--- src/rtl/tdm_mux_4_to_1_pkg.sv ---
// Shared constants and state encoding for the 4-to-1 time-division multiplexer.
// Imported by the arbiter and the top level.
package tdm_mux_4_to_1_pkg;

  localparam int NUM_CH = 4;
  localparam int SEL_W  = 2;

  typedef enum logic {
    EMPTY = 1'b0,
    FULL  = 1'b1
  } state_t;

endpackage

--- src/rtl/rr_arbiter_4.sv ---
// Four-way round-robin arbiter: the search starts one past the last granted
// channel and wraps 3 -> 0. The grant is one-hot, or zero when disabled or idle.
module rr_arbiter_4
  import tdm_mux_4_to_1_pkg::*;
(
  input  logic [NUM_CH-1:0] req,
  input  logic [SEL_W-1:0]  last,
  input  logic              en,
  output logic [NUM_CH-1:0] gnt,
  output logic [SEL_W-1:0]  gnt_idx
);

  logic             found;
  logic [SEL_W-1:0] idx;

  always_comb begin
    gnt     = '0;
    gnt_idx = '0;
    found   = 1'b0;
    idx     = '0;
    // The index arithmetic is SEL_W bits wide, so last+k wraps modulo 4 by itself.
    for (int k = 1; k <= NUM_CH; k++) begin
      idx = last + SEL_W'(k);
      if (en && !found && req[idx]) begin
        found    = 1'b1;
        gnt[idx] = 1'b1;
        gnt_idx  = idx;
      end
    end
  end

endmodule

--- src/rtl/tdm_mux_4_to_1.sv ---
// Round-robin 4-to-1 TDM multiplexer with a one-word output register.
// It also keeps saturating per-channel counters of accepted words.
module tdm_mux_4_to_1
  import tdm_mux_4_to_1_pkg::*;
#(
  parameter int WIDTH = 8,
  parameter int CNT_W = 8
) (
  input  logic                    clk,
  input  logic                    rst_n,
  input  logic [NUM_CH*WIDTH-1:0] in_data,
  input  logic [NUM_CH-1:0]       in_valid,
  output logic [NUM_CH-1:0]       in_ready,
  output logic [WIDTH-1:0]        out_data,
  output logic [SEL_W-1:0]        out_sel,
  output logic                    out_valid,
  input  logic                    out_ready,
  input  logic                    cnt_clr,
  output logic [NUM_CH*CNT_W-1:0] xfer_cnt
);

  state_t              state;
  logic [SEL_W-1:0]    last;
  logic [NUM_CH-1:0]   gnt;
  logic [SEL_W-1:0]    gnt_idx;
  logic                can_load;
  logic                accept;
  logic [WIDTH-1:0]    ch_data [NUM_CH];

  // Gating with rst_n keeps every in_ready low while the block is held in reset.
  assign can_load = rst_n && ((state == EMPTY) || out_ready);

  rr_arbiter_4 u_arb (
    .req     (in_valid),
    .last    (last),
    .en      (can_load),
    .gnt     (gnt),
    .gnt_idx (gnt_idx)
  );

  assign in_ready  = gnt;
  assign accept    = |gnt;
  assign out_valid = (state == FULL);

  for (genvar gi = 0; gi < NUM_CH; gi++) begin : g_ch_data
    assign ch_data[gi] = in_data[gi*WIDTH +: WIDTH];
  end

  always_ff @(posedge clk or negedge rst_n) begin
    if (!rst_n) begin
      state    <= EMPTY;
      out_data <= '0;
      out_sel  <= '0;
      last     <= SEL_W'(NUM_CH - 1);
    end else if (accept) begin
      state    <= FULL;
      out_data <= ch_data[gnt_idx];
      out_sel  <= gnt_idx;
      last     <= gnt_idx;
    end else if ((state == FULL) && out_ready) begin
      state <= EMPTY;
    end
  end

  for (genvar gi = 0; gi < NUM_CH; gi++) begin : g_cnt
    logic [CNT_W-1:0] cnt;

    always_ff @(posedge clk or negedge rst_n) begin
      if (!rst_n) begin
        cnt <= '0;
      end else if (cnt_clr) begin
        cnt <= '0;
      end else if (gnt[gi] && (cnt != {CNT_W{1'b1}})) begin
        cnt <= cnt + CNT_W'(1);
      end
    end

    assign xfer_cnt[gi*CNT_W +: CNT_W] = cnt;
  end

endmodule

--- config.mk ---
export PLATFORM = sky130hd
export DESIGN_NAME = tdm_mux_4_to_1
export DESIGN_NICKNAME = d
export VERILOG_FILES = /design/src/rtl/tdm_mux_4_to_1_pkg.sv /design/src/rtl/rr_arbiter_4.sv /design/src/rtl/tdm_mux_4_to_1.sv
export SDC_FILE = /design/constraint.sdc
export NUM_CORES = 1
export LEC_CHECK = 0
export ABC_AREA = 1
export CELL_PAD_IN_SITES_DETAIL_PLACEMENT = 0
export CELL_PAD_IN_SITES_GLOBAL_PLACEMENT = 1
export CORE_MARGIN = 5
export CORE_UTILIZATION = 35
export DETAILED_ROUTE_END_ITERATION = 12
export PLACE_DENSITY = 0.8
export SYNTH_ARGS = -nofsm -noshare
export SYNTH_HDL_FRONTEND = slang
export SYNTH_SLANG_ARGS = --single-unit
--- constraint.sdc ---
create_clock -name clk -period 2.8 [get_ports clk]
set_input_delay 0.7 -clock clk [delete_from_list [all_inputs] [get_ports clk]]
set_output_delay 0.7 -clock clk [all_outputs]
set_load 0.005 [all_outputs]
* Word-level counts from Yosys, hierarchy flattened
Index checks and enable logic that the tools add are counted.
W data, S select, Z words.
** Cells by class
- Equal/unequal tests :: 4
- Add/sub/neg operators :: 7
- Magnitude comparators :: 9
- Bitwise operators :: 5
- Mux-type cells :: 40
- Reductions and logical operators :: 27
** Operators by type and width (number)
- $mux W8 :: 10
- $add A8 B1 Y8 const B :: 4
- $ne A8 B8 Y1 const B :: 4
- $logic_and A1 B1 Y1 :: 17
- $bmux W8 S2 :: 1
- $mux W4 :: 4
- $mux W1 :: 13
- $lt A2 B3 Y1 const B :: 4
- $or A4 B4 Y4 :: 3
- $reduce_bool A2 Y1 :: 5
- $bmux W1 S2 :: 4
- $demux W1 S2 :: 4
- $ge A2 B1 Y1 const B :: 4
- $mux W2 :: 4
- $add A2 B2 Y2 const B :: 2
- $reduce_or A4 Y1 :: 1
- $ge A3 B3 Y1 const B :: 1
- $logic_not A1 Y1 :: 3
- $not A2 Y3 :: 1
- $add A2 B1 Y2 const B :: 1
- $logic_or A1 B1 Y1 :: 1
- $not A1 Y1 :: 1
** Word-level totals
- Input port bits :: 40
- Word-level logic and storage cells :: 100
- Bits in registers :: 45
- Output and inout bits :: 47

* Logic depth before layout (Yosys ltp)
- Depth in word-level cells :: 21
- Depth in mapped cells :: 17
- Mapped depth without buffers :: 16

* Cells and area by module
From an unflattened synthesis, not the netlist that was laid out.
** Second synthesis, totals
- Cells, all modules :: 480
- Area, all modules :: 3243.1 µm²
** By module, submodules not included
- tdm_mux_4_to_1 :: cells an instance 397, times used 1, area an instance 2746.4 µm²
- rr_arbiter_4 :: cells an instance 83, times used 1, area an instance 496.7 µm²

* Worst setup path before layout
OpenSTA, ideal clock, no wires.
- Path type :: register -> output
- Start :: register last[0]
- End :: output in_ready[1]
- Arrival time :: 1.841 ns
- Cell stages (with the launch flop) :: 11
- Slack :: 0.259 ns
- Cell sequence :: dfstp_2 buf_6 inv_6 ha_1 inv_1 nand3_2 nand2_4 nand3_4 nor2_8 nand2_1 nand3_4
** Between the ends
- Longest elaborated chain between the ends :: 17
- Elaborated cells between the ends (all ways) :: 51
- Classes of those cells :: add/sub (3); order compare (8); mux (23); bitwise (3); reduce/logical (14)
** Ends and longest elaborated chain
- start: declaration :: line tdm_mux_4_to_1.sv:23 : logic [SEL_W-1:0] last;
- start signal: assignment :: line tdm_mux_4_to_1.sv:54 : last <= SEL_W'(NUM_CH - 1);
- start signal: assignment :: line tdm_mux_4_to_1.sv:59 : last <= gnt_idx;
- parallel branches: the longest is 16 deep, another holds $lt A2 B3 Y1
- $mux W4 * :: line rr_arbiter_4.sv:24 : if (en && !found && req[idx]) begin
- end: declaration :: line tdm_mux_4_to_1.sv:13 : output logic [NUM_CH-1:0] in_ready,
Mark *: on every way between the ends. The select of a mux whose other input is x is not followed.

* Final worst setup path
- Start :: register last[0]
- End :: output in_ready[2]
The elaborated chain is that of the path after synthesis.

==> results <==
stage by stage:
| stage | hold WS, ns | utilization, % |
|---|---|---|
| floorplan | 0.404 | - |
| global placement | 0.461 | 48.2 |
| detailed placement | 0.460 | 48.2 |
| CTS | 0.487 | 51.2 |
| global route | 0.525 | 52.0 |
| finish | 0.491 | 52.0 |
layout make-up:
cell class	instances	share of cell area, %
timing repair buffer	125	24.7
multi-input combinational	313	39.9
tap	129	3.36
inverter	72	5.78
sequential	45	23.5
clock buffer	5	1.43
clock inverter	3	1.35
cell usage after synthesis, types with 2 or more instances:
cell      number  area (sq um)
xor2_1         8          70.1
o21ai_2        8          70.1
buf_2          2          10.0
nand3_1       61           305
o31ai_1        4          30.0
nand2_1       91           342
dfrtp_1       43          1080
inv_2          5          18.8
inv_1         66           248
nand4_1        5          31.3
ha_1          12           150
nand3_2       10           100
dfstp_2        2          52.6
nand3_4        3          52.6
o21ai_0       20           100
nor2_2         3          18.8
buf_6          3          33.8
clkbuf_1       3          11.3
nor3_1        18          90.1
nor2_4         2          22.5
o21ai_1        3          15.0
nand2_4        6          67.6
nor2_1        21          78.8
nand3b_1       7          52.6
nand2_2       18           113
a21oi_1        8          40.0
repair_timing:
item                                    in CTS  in global routing
resized for setup                           38                 15
pin swaps                                   15                 11
endpoints found under the setup margin       4                  4
hold buffers                                 0                  0
buffers inserted                            10                  2
layout by cell type (no fill, tap or decap), types with 7 or more instances in the layout:
master / count
nand2_1: 83
clkdlybuf4s50_1: 76
inv_1: 63
nand3_1: 57
dfrtp_1: 43
buf_4: 34
nand2_2: 23
nor2_1: 20
o21ai_0: 20
nor3_1: 18
ha_1: 11
nand3_2: 10
nand2_4: 9
xor2_1: 8
a21oi_1: 8
o21ai_2: 8
inv_2: 7
nand3_4: 7
nand3b_1: 7
logic make-up after synthesis:
kind of cell             share of synthesized area, %
adder cells (fa/ha/maj)                          4.55
AO/OA/AOI/OAI                                    8.75
buffers and inverters                            10.8
XOR/XNOR                                         2.12
flip-flops                                       34.2
AND/OR/NAND/NOR                                  39.6
registers in the layout, indices dropped and copies added (netlist names):
name,cells
last,2
out_data,8
out_sel,2
out_valid,1
g_cnt.cnt,32
critical path, delay by kind of cell (launching register included):
kind	cells	cell delay, ns
adder cells (fa/ha/maj)	1	0.26
AND/OR/NAND/NOR	6	0.62
flip-flops	1	0.57
buffers and inverters	4	0.33
power by group:
| group | internal (mW) | total, mW | switching, mW |
|---|---|---|---|
| registers | 0.786 | 0.879 | 0.0930 |
| logic | 0.974 | 2.15 | 1.18 |
| clock network | 0.355 | 0.581 | 0.227 |
path summary, 6_finish.rpt:
kind / to / slack [ns]
max: in_ready[2] / 0.009
min: out_sel[0] / 0.49
max reg2reg: out_data[1] / 0.35
min reg2reg: out_sel[0] / 0.49
max in group asynchronous: g_cnt[2].cnt[6] / 1.85
min in group asynchronous: g_cnt[1].cnt[5] / 0.51
per-layer routing:
metal / global-route usage (%) / vias to the layer above / wire [microns]
met3: 3.67 / 9 / 385
li1: - / 1669 / -
met1: 19.8 / 1547 / 4000
met5: 0 / - / 0
met2: 28.3 / 58 / 4500
met4: 3.47 / 0 / 85
==> metrics.yaml <==
overflow: 0
nets: 614
dr.pass1.iters: 4
syn_inst: 440
avgSynthCellArea_sq_um: 7.50
rr_worst_depth: 16
cts_buffers: 5
dpl.hpwl_microns: 6840
synth_seq_area_share_pct: 34.2
setup-violations-final: 0
drt-vias-per-instance: 4.74
core-area_sq_um: 9240
synthFlopType: "dfrtp_1"
gp_congestion: 0.848
relSlewSlack_pct: 60.2
finalWorstSetupSlack_ns: 0.00880
portBuffers: 86
dpl_cell_area_sq_um: 4450
cp_slowest_cell: "dfstp_2"
worst_slew_pin_slew_ns: 0.596
grt_usage_pct: 16.0
insertion_delay_ns: 0.30
drv_cap: 0
die_w_microns: 107
grt_pass1_wl_microns: 15100
hold_depth: 2
post-place-ws_ns: -0.369
drv_slew: 0
ant_nets: 0
synth-edff-count: 0
endpoint_kind: "output port"
rows: 35
syn_area_sq_um: 3300
io_pins: 87
synth_fp_nets: 492
cts-root-buf: "clkbuf_8"
grt_antenna_before_repair: 0
grt_pass1_vias: 3307
synth_warnings: 0
multi_input_area_sq_um: 1920
startpoint_type: "flip-flop"
wl_per_cell_microns: 13.0
n_antenna_cell: 0
syn_to_final_growth_pct: 45.5
final.setup.tns_ns: 0
skew_ns: 0.0116
drive_gt1_share_pct: 23.3
path_cells: "inv_6 -> ha_4 -> inv_4 -> nand3_1 -> nand2_4 -> nand3_4 -> nor2_8 -> buf_6 -> nand2_4 -> nand3_4 -> buf_6"
synth_cell_types: 34
routed_wl_microns: 8970
crit_fanout: 4
ys_async_sr_fraction_pct: 100
worst-setup-path-type: "reg -> out"
die_h_microns: 107
cp.arrival_ns: 2.09
clock_path_buffers: 2
final_cell_area_sq_um: 4810
crit_start: "last[0]"
hold_start: "out_sel[0]"
drtIter0Drc: 116
grt_max_degree: 46
nFillCells: 900
drc_errors: 0
vias: 3283
fin_crit_ns: 2.79
die-area_sq_um: 11500
fin_crit_sh_pct: 99.7
r2r-start: "last[0]"
h-tree-depth: 2
status: "complete, no violations"
timing.fmax_mhz: 358
p_leak_nw: 2.24
report.final.hold_viol_count: 0
path_clk_slew_ns: 0.09
rsz0062_at_grt: "true"
powerDensity_nw_per_um2: 752
initial_core_util_pct: 35.7
cp.required_ns: 2.10
finalNonFillerCells: 692
cpPeakStageDelay_ns: 0.57
place_inst: 672
cts_tree: "built"
p_total_mw: 3.61
cts.sinks: 45
peakVddDrop_v: 0.000461
regArea_sq_um: 1130
holdCritPathClass: "reg -> reg"
synth_seq_cells: 45
(Power assumes the default switching activity.)
